`config.mk`:
```
export PLATFORM = sky130hd
export DESIGN_NAME = mips_cpu_ifetch
export DESIGN_NICKNAME = d
export VERILOG_FILES = /design/src/rtl/mips_cpu_pkg.sv /design/src/rtl/mips_cpu_ifetch_perf.sv /design/src/rtl/mips_cpu_ifetch.sv
export SDC_FILE = /design/constraint.sdc
export NUM_CORES = 1
export LEC_CHECK = 0
export CAP_MARGIN = 20
export CORE_ASPECT_RATIO = 0.6
export CORE_MARGIN = 8
export CORE_UTILIZATION = 40
export DETAILED_ROUTE_END_ITERATION = 10
export GPL_TIMING_DRIVEN = 0
export PLACE_DENSITY_LB_ADDON = 0.12
export SYNTH_ARGS = -nofsm -noshare
export SYNTH_HDL_FRONTEND = slang
export SYNTH_HIERARCHICAL = 1
export SYNTH_SLANG_ARGS = --single-unit
```
`constraint.sdc`:
```
create_clock -name clk -period 2.4 [get_ports clk]
set_input_delay 0.48 -clock clk [delete_from_list [all_inputs] [get_ports clk]]
set_output_delay 0.48 -clock clk [all_outputs]
set_load 0.02 [all_outputs]
```
`src/rtl/mips_cpu_pkg.sv`:
```
`default_nettype none
// ============================================================================
// Module      : mips_cpu_pkg
// Description : Shared types and constants for the MIPS CPU control path.
//               - ifetch_state_t : instruction-fetch FSM states
//               - BE_WORD        : byte-enable pattern for a full-word access
//               - RESET_VECTOR   : boot address, shared with the PC block
// Revision    : 1.0  initial release
// ============================================================================
package mips_cpu_pkg;

    typedef enum logic [1:0] {
        IDLE = 2'd0,
        WAIT = 2'd1,
        HELD = 2'd2
    } ifetch_state_t;

    localparam logic [3:0]  BE_WORD      = 4'hF;
    localparam logic [31:0] RESET_VECTOR = 32'hBFC0_0000;

endpackage
`default_nettype wire

```
`src/rtl/mips_cpu_ifetch_perf.sv`:
```
`default_nettype none
// ============================================================================
// Module      : mips_cpu_ifetch_perf
// Description : Fetch performance counters. Both counters are free-running
//               and wrap from 32'hFFFF_FFFF to 0.
// Ports       : clk, reset_n         clock, async active-low reset
//               fetch_done_i         a bus fetch completes this cycle
//               stall_i              fetch is held off by the bus this cycle
//               fetch_count_o        number of completed bus fetches
//               wait_count_o         number of bus wait cycles
// Revision    : 1.0  initial release
// ============================================================================
module mips_cpu_ifetch_perf (
    input  logic        clk,
    input  logic        reset_n,
    input  logic        fetch_done_i,
    input  logic        stall_i,
    output logic [31:0] fetch_count_o,
    output logic [31:0] wait_count_o
);

    logic [31:0] fetch_cnt_q;
    logic [31:0] wait_cnt_q;

    always_ff @(posedge clk or negedge reset_n) begin
        if (!reset_n) begin
            fetch_cnt_q <= 32'd0;
            wait_cnt_q  <= 32'd0;
        end else begin
            if (fetch_done_i) fetch_cnt_q <= fetch_cnt_q + 32'd1;
            if (stall_i)      wait_cnt_q  <= wait_cnt_q + 32'd1;
        end
    end

    assign fetch_count_o = fetch_cnt_q;
    assign wait_count_o  = wait_cnt_q;

endmodule
`default_nettype wire

```
`src/rtl/mips_cpu_ifetch.sv`:
```
`default_nettype none
// ============================================================================
// Module      : mips_cpu_ifetch
// Description : Instruction fetch unit. Issues one word read per FETCH phase
//               on an Avalon-style bus with waitrequest, captures the word
//               and holds it through EXEC. stall is raised while the bus
//               holds off. Misaligned PCs raise a sticky fetch_fault.
// Config      : MIPS_CPU_IFETCH_PERF_CNT_EN - builds fetch/wait counters;
//               when undefined fetch_count and wait_count read 0.
// Ports       : clk, reset_n         clock, async active-low reset
//               state                CPU phase (0 FETCH, 1 EXEC)
//               active               CPU running flag
//               pc_addr              byte address to fetch
//               mem_*                instruction-side bus
//               instruction_word     fetched instruction
//               stall                fetch outstanding, PC must hold
//               fetch_fault          sticky misaligned-fetch flag
//               fetch_count          completed bus fetches
//               wait_count           bus wait cycles
// Revision    : 1.0  initial release
// ============================================================================
module mips_cpu_ifetch
    import mips_cpu_pkg::*;
#(
    parameter logic [31:0] RESET_WORD = 32'h0000_0000
) (
    input  logic        clk,
    input  logic        reset_n,
    input  logic        state,
    input  logic        active,
    input  logic [31:0] pc_addr,
    input  logic        mem_waitrequest,
    input  logic [31:0] mem_readdata,
    output logic [31:0] mem_address,
    output logic        mem_read,
    output logic [3:0]  mem_byteenable,
    output logic [31:0] instruction_word,
    output logic        stall,
    output logic        fetch_fault,
    output logic [31:0] fetch_count,
    output logic [31:0] wait_count
);

    ifetch_state_t state_q, state_d;
    logic [31:0]   addr_q,  addr_d;
    logic [31:0]   instr_q, instr_d;
    logic          fault_q, fault_d;
    logic          w_fetch_req;

    // reset_n gates the launch so that the bus strobe drops the instant
    // reset asserts, even while the CPU is still presenting a FETCH phase.
    assign w_fetch_req = reset_n & ~state & active;

    always_ff @(posedge clk or negedge reset_n) begin
        if (!reset_n) begin
            state_q <= IDLE;
            addr_q  <= 32'd0;
            instr_q <= RESET_WORD;
            fault_q <= 1'b0;
        end else begin
            state_q <= state_d;
            addr_q  <= addr_d;
            instr_q <= instr_d;
            fault_q <= fault_d;
        end
    end

    always_comb begin
        state_d          = state_q;
        addr_d           = addr_q;
        instr_d          = instr_q;
        fault_d          = fault_q;
        mem_read         = 1'b0;
        mem_address      = 32'd0;
        instruction_word = instr_q;

        case (state_q)
            IDLE: begin
                if (w_fetch_req) begin
                    if (pc_addr[1:0] == 2'b00) begin
                        mem_read    = 1'b1;
                        mem_address = pc_addr;
                        if (!mem_waitrequest) begin
                            // Zero-wait slave: bypass the data straight out.
                            instr_d          = mem_readdata;
                            instruction_word = mem_readdata;
                            state_d          = HELD;
                        end else begin
                            addr_d  = pc_addr;
                            state_d = WAIT;
                        end
                    end else begin
                        fault_d          = 1'b1;
                        instr_d          = RESET_WORD;
                        instruction_word = RESET_WORD;
                        state_d          = HELD;
                    end
                end
            end
            WAIT: begin
                // The read completes regardless of the CPU phase; a phase
                // change here is an upstream protocol error.
                mem_read    = 1'b1;
                mem_address = addr_q;
                if (!mem_waitrequest) begin
                    instr_d          = mem_readdata;
                    instruction_word = mem_readdata;
                    state_d          = HELD;
                end
            end
            HELD: begin
                if (state) state_d = IDLE;
            end
            default: state_d = IDLE;
        endcase
    end

    assign mem_byteenable = mem_read ? BE_WORD : 4'h0;
    assign stall          = mem_read & mem_waitrequest;
    assign fetch_fault    = fault_q;

`ifdef MIPS_CPU_IFETCH_PERF_CNT_EN
    logic w_fetch_done;
    assign w_fetch_done = mem_read & ~mem_waitrequest;

    mips_cpu_ifetch_perf u_perf (
        .clk           (clk),
        .reset_n       (reset_n),
        .fetch_done_i  (w_fetch_done),
        .stall_i       (stall),
        .fetch_count_o (fetch_count),
        .wait_count_o  (wait_count)
    );
`else
    assign fetch_count = 32'd0;
    assign wait_count  = 32'd0;
`endif

endmodule
`default_nettype wire

```
; Word level (Yosys, flattened, before mapping)
; Index checks and enable logic that the tools add are counted.
[word_totals]
register_bits = 67
in_bits = 69
out_inout_bits = 135
wordCells = 36
[classes]
n_eq_ne = 5
mux = 17
bitwise = 5
reduce_logical = 5
[op_table]
columns = op, count
row1 = $mux 32, 5
row2 = $pmux 32 s2, 2
row3 = $mux 2, 5
row4 = $ne 2x2->1 const B, 3
row5 = $pmux 2 s3, 1
row6 = $reduce_and 3->1, 2
row7 = $logic_not 2->1, 2
row8 = $mux 4, 1
row9 = $reduce_and 4->1, 1
row10 = $and 1x1->1, 3
row11 = $eq 2x1->1 const B, 1
row12 = $eq 2x2->1 const B, 1
row13 = $mux 1, 2
row14 = $not 1->1, 2
row15 = $pmux 1 s2, 1

; Depth between registers and ports, before layout
[logic_depth]
depth_word = 6
mapped_depth = 7
ltp_nobuf = 3

; Least setup slack after synthesis
; OpenSTA, ideal clock, no wires.
[synth_timing]
path_kind = input port to output port
start = input port mem_waitrequest
end = output port instruction_word[0]
arrival_ns = 1.838
required_time_ns = 1.920
setup_slack_ns = 0.082
path_stages = 4
path_cell_list = buf_2 buf_1 mux2i_1 o21ai_0
[synth_between]
elab_chain_len = 4
[synth_lines]
columns = element, line
row1 = start: declaration, mips_cpu_ifetch.sv:32  ; input logic mem_waitrequest,
row2 = $mux 32 (*), "mips_cpu_ifetch.sv:83, mips_cpu_ifetch.sv:105"
row3 = $mux 32, mips_cpu_ifetch.sv:80  ; if (pc_addr[1:0] == 2'b00) begin
row4 = $mux 32, mips_cpu_ifetch.sv:79  ; if (w_fetch_req) begin
row5 = $pmux 32 s2 (*), mips_cpu_ifetch.sv:77  ; case (state_q)
row6 = end: declaration, mips_cpu_ifetch.sv:37  ; output logic [31:0] instruction_word,
; Mark *: on every way between the ends. The rest lies on a longest branch, timed or not.

; Worst setup path after layout
[layout_timing]
start = input port mem_waitrequest
end = output port instruction_word[3]
; The elaborated chain is that of the path after synthesis.

==> impl.org <==
** Synth
- Number of warnings reported in the yosys synthesis log :: 6
- Mapped cell area :: 3820 µm²
- Portion of the post-synthesis area used by sequential elements :: 43.9%
- Number of instances in the synthesized netlist :: 376
- Ranking of synthesized cells by area :: sky130_fd_sc_hd__dfrtp_1 44%, sky130_fd_sc_hd__buf_4 13%, sky130_fd_sc_hd__mux2_1 8.8%
- Post-synthesis cell type count :: 24
- Average cell area after synthesis :: 10.2 µm²
- sky130_fd_sc_hd__dfrtp_1 takes more of the synthesized area than any other cell.
- Counting flops and latches in the post-synthesis netlist gives 67.
- Share of the synthesized area in the top cell type :: 43.9%

** Placement
- In this run the tool buffered the top-level ports with 139 buffer cells.
- The congestion estimate from routability-driven global placement came to 0.719.
- After legalization and detailed placement, the total HPWL measured 8.97 mm.
- Counting tap cells, the placed design contains a total of between 700 and 800 instances.

** STA
- Setup repair after global routing missed its margin :: yes
- Number of setup violations in the final report :: 10
- Count of endpoints failing hold in the final timing report :: 0
- Clock period minus worst slack :: 2.45 ns
- Derived from the worst setup path, the maximum achievable clock frequency is 0.409 GHz.
- After layout, the worst setup slack is -0.0451 ns.
- Final Slew Violations :: 0
- Final clock period utilization by the worst path :: 102%
- For the final database, setup skew stands at 0.00481 ns.

** Global routing
- The number of global-route vias before repair came to 3685.
- Sum of overflow across all layers after global routing :: 0
- The first global-routing pass estimated 20.0 mm of wire.
- Number of antenna violations at the first check in global routing :: 0
- Global routing used ~19% of the available tracks.
- Entering global routing, the biggest net connects 35 pins.

** Power and ir drop
- The clock network accounts for 25.6% of the total power.
- Sw Ratio :: ~34%
- Of the total power, registers draw 35.6%.
- Areal power density over the cells :: 706 nW/µm²
- Of the total power, combinational logic draws 38.8%.
- Leakage power :: 3.21 nW
- Worst vdd rail ir drop :: 0.000487 V
- Summed over all nets, the switching power comes to 1.54 mW.
- Power Internal :: 2.96 mW

** Die
- Height of the die :: about 90 µm
- The die is between 100 and 150 µm wide.
- Starting density of the core :: around 41%
- The region available for standard cell placement spans 9220 µm².
- Die Outline Area :: 13000 µm²
- Count of pins on the block boundary :: 204
- The floorplan has 27 rows.

** Drt
- The count of nets left with antenna violations once routing finished came out at 0.
- Dividing the detail-routed wire length by the instance count gives 17.2 µm.
- For this block, the routed nets add up to between 10 and 15 mm of wire.
- DRC marker count from the first detailed-route iteration :: 166
- Total via count after detailed routing :: roughly 3.5k
- Vias/cell :: 4.66
- The first TritonRoute pass finished after 4 iterations.
- Number of remaining DRC errors :: 0

** Final layout
- Diode count :: 0
- Layout area overhead :: 66.7%
- Final Instance Count excl. Fillers :: 741
- The net count of the finished layout is 678.
- Cells fill between 60% and 70% of the core in the end.
- Cells with a size suffix above 1 make up 38.8% of the layout.

** Setup path
- Largest fanout on the critical path :: 10
- Element type at the critical path start :: input pin
- The startpoint identified for the worst register-to-register timing path is state_q[0]$_DFFE_PN0P_.
- Critical Path Max Stage Delay :: 0.50 ns
- Crit Path Category :: in2out
- Kind of cell with the highest combined delay on the critical path :: buffers and inverters
- The worst setup path is captured at an output pin.
- WP data required :: between 1.5 and 2 ns
- WP data arrival :: about 2.0 ns
- Together, buffers and inverters on the worst path number 4.
- The slowest stage of the critical path is the sky130_fd_sc_hd__clkdlybuf4s50_1 cell.
- Crit path cell chain :: clkdlybuf4s50_1, buf_6, buf_6, mux2i_1, o21ai_4, buf_6
- Most frequent cell on the critical path :: sky130_fd_sc_hd__buf_6
- In this run the worst setup path begins at mem_waitrequest.

** Clocking
- TritonCTS built the clock tree.
- H-Tree Depth :: 3
- TritonCTS created 9 clock buffers.
- CTS Sinks :: 67
- The tree is rooted in a sky130_fd_sc_hd__clkbuf_16.
- At the later pin of the worst-skew pair, clock insertion delay measures 0.33 ns.
- In this run the deepest clock path goes through 2 buffers.
- Clock input transition at the sequential cells of the worst setup and hold paths :: 0.05 ns

** Flow run
- The tool flagged a number of max-cap violations equal to 0.

** Hold path
- Type of the most critical hold path :: in2async

** Run status
- The flow ran to the end, but the final reports show violations.
- Failing checks :: negative setup slack
## routing by layer
layer / global-route usage (%) / vias to the layer above / part of all wire [%]
li1: - / 1673 / -
met1: 23.3 / 1660 / 43
met2: 31.7 / 109 / 48
met3: 7.97 / 11 / 7.6
met4: 3.64 / 0 / 0.77
met5: 0 / - / 0
## final timing paths
kind	to	slack, ns	cells after the start
worst max-delay path	instruction_word[3]	-0.05	6
worst min-delay path	instr_q[27]$_DFF_PN0_	0.09	2
worst max register to register	addr_q[9]$_DFFE_PN0P_	0.52	6
worst min register to register	fetch_fault$_DFFE_PN0P_	0.48	1
max in group asynchronous	instr_q[10]$_DFF_PN0_	2.10	1
min in group clk	fetch_fault$_DFFE_PN0P_	0.48	1
## registers in the layout, summed over array words and instances (netlist names)
name         flops
fetch_fault      1
instr_q         32
state_q          2
addr_q          32
## stage by stage
stage          TNS [ns]  power [mW]  setup slack (ns)  area (µm²)  hold slack [ns]
6_report         -0.251        4.49           -0.0451        6370           0.0870
4_1_cts          -0.239        4.32           -0.0871        6100           0.0892
3_5_place_dp    -101.93        3.04             -1.38        5610            0.449
3_3_place_gp    -508.58        2.99             -3.64        5610            0.443
5_1_grt           -3.11        4.74            -0.114        6370           0.0922
2_1_floorplan         0        2.40            0.0824        4060            0.184
## cells in the final DEF, fill, tap and decap left out, types with 3 or more instances in the layout
| master | synthesis | layout |
|---|---|---|
| sky130_fd_sc_hd__buf_4 | 68 | 124 |
| sky130_fd_sc_hd__dfrtp_1 | 67 | 65 |
| sky130_fd_sc_hd__conb_1 | 1 | 64 |
| sky130_fd_sc_hd__clkdlybuf4s50_1 | 0 | 64 |
| sky130_fd_sc_hd__nand3_1 | 33 | 33 |
| sky130_fd_sc_hd__nor2_1 | 33 | 33 |
| sky130_fd_sc_hd__mux2_1 | 30 | 30 |
| sky130_fd_sc_hd__a32oi_1 | 30 | 29 |
| sky130_fd_sc_hd__mux2i_1 | 32 | 26 |
| sky130_fd_sc_hd__buf_6 | 0 | 23 |
| sky130_fd_sc_hd__o21ai_2 | 0 | 15 |
| sky130_fd_sc_hd__o21ai_4 | 0 | 14 |
| sky130_fd_sc_hd__buf_2 | 7 | 13 |
| sky130_fd_sc_hd__clkbuf_16 | 0 | 12 |
| sky130_fd_sc_hd__clkbuf_2 | 0 | 9 |
| sky130_fd_sc_hd__clkbuf_1 | 23 | 9 |
| sky130_fd_sc_hd__mux2i_2 | 0 | 6 |
| sky130_fd_sc_hd__dlygate4sd2_1 | 0 | 6 |
| sky130_fd_sc_hd__o21ai_0 | 23 | 4 |
| sky130_fd_sc_hd__clkbuf_4 | 0 | 3 |
| sky130_fd_sc_hd__clkbuf_8 | 0 | 3 |
## power by group through the flow
stage	combinational, mW	clock [mW]	sequential, mW
floorplan	0.853	0	1.55
global placement	1.43	0	1.57
detailed placement	1.45	0	1.59
CTS	1.56	1.16	1.59
global route	1.87	1.23	1.64
finish	1.74	1.15	1.60
## area by class of cell
type / count / area [µm²]
multi-input cells: 268 / 1990
well taps: 130 / 163
fillers: 721 / 2850
inverters: 3 / 11.3
repair buffers: 164 / 1530
plain buffers: 96 / 747
flip-flops and latches: 67 / 1680
clock buffers: 13 / 250
## what timing repair did
| item | in CTS | in global routing |
|---|---|---|
| hold buffers | 1 | 0 |
| setup endpoints to repair | 99 | 68 |
| resized for setup | 407 | 83 |
| buffers inserted | 12 | 8 |
| cloned | 3 | 1 |
| endpoints found under the hold margin | 33 | 0 |
| pin swaps | 13 | 4 |
## cells in the mapped netlist, drive strengths merged
| cell | instances |
|---|---|
| buf | 78 |
| dfrtp | 67 |
| o21ai | 34 |
| nand3 | 33 |
| nor2 | 33 |
| mux2i | 32 |
| a32oi | 30 |
| mux2 | 30 |
| clkbuf | 23 |
| inv | 3 |
| a31oi | 2 |
| nor2b | 2 |
| a21boi | 1 |
| a21o | 1 |
| and3b | 1 |
| conb | 1 |
| nand2b | 1 |
| nand4bb | 1 |
| nor3 | 1 |
| nor4 | 1 |
| o311a | 1 |
## logic make-up (layout without fill, tap and decap cells)
family          after synthesis  count (layout)  share of synthesized area (%)
buf+inv                     104             276                           17.1
simple gates                 73              73                           9.27
compound gates               69              69                           12.4
flops                        67              67                           43.9
mux                          62              62                           17.2
other cells                   1              64                         0.0981
No activity file was read; power rests on OpenSTA's default activity.
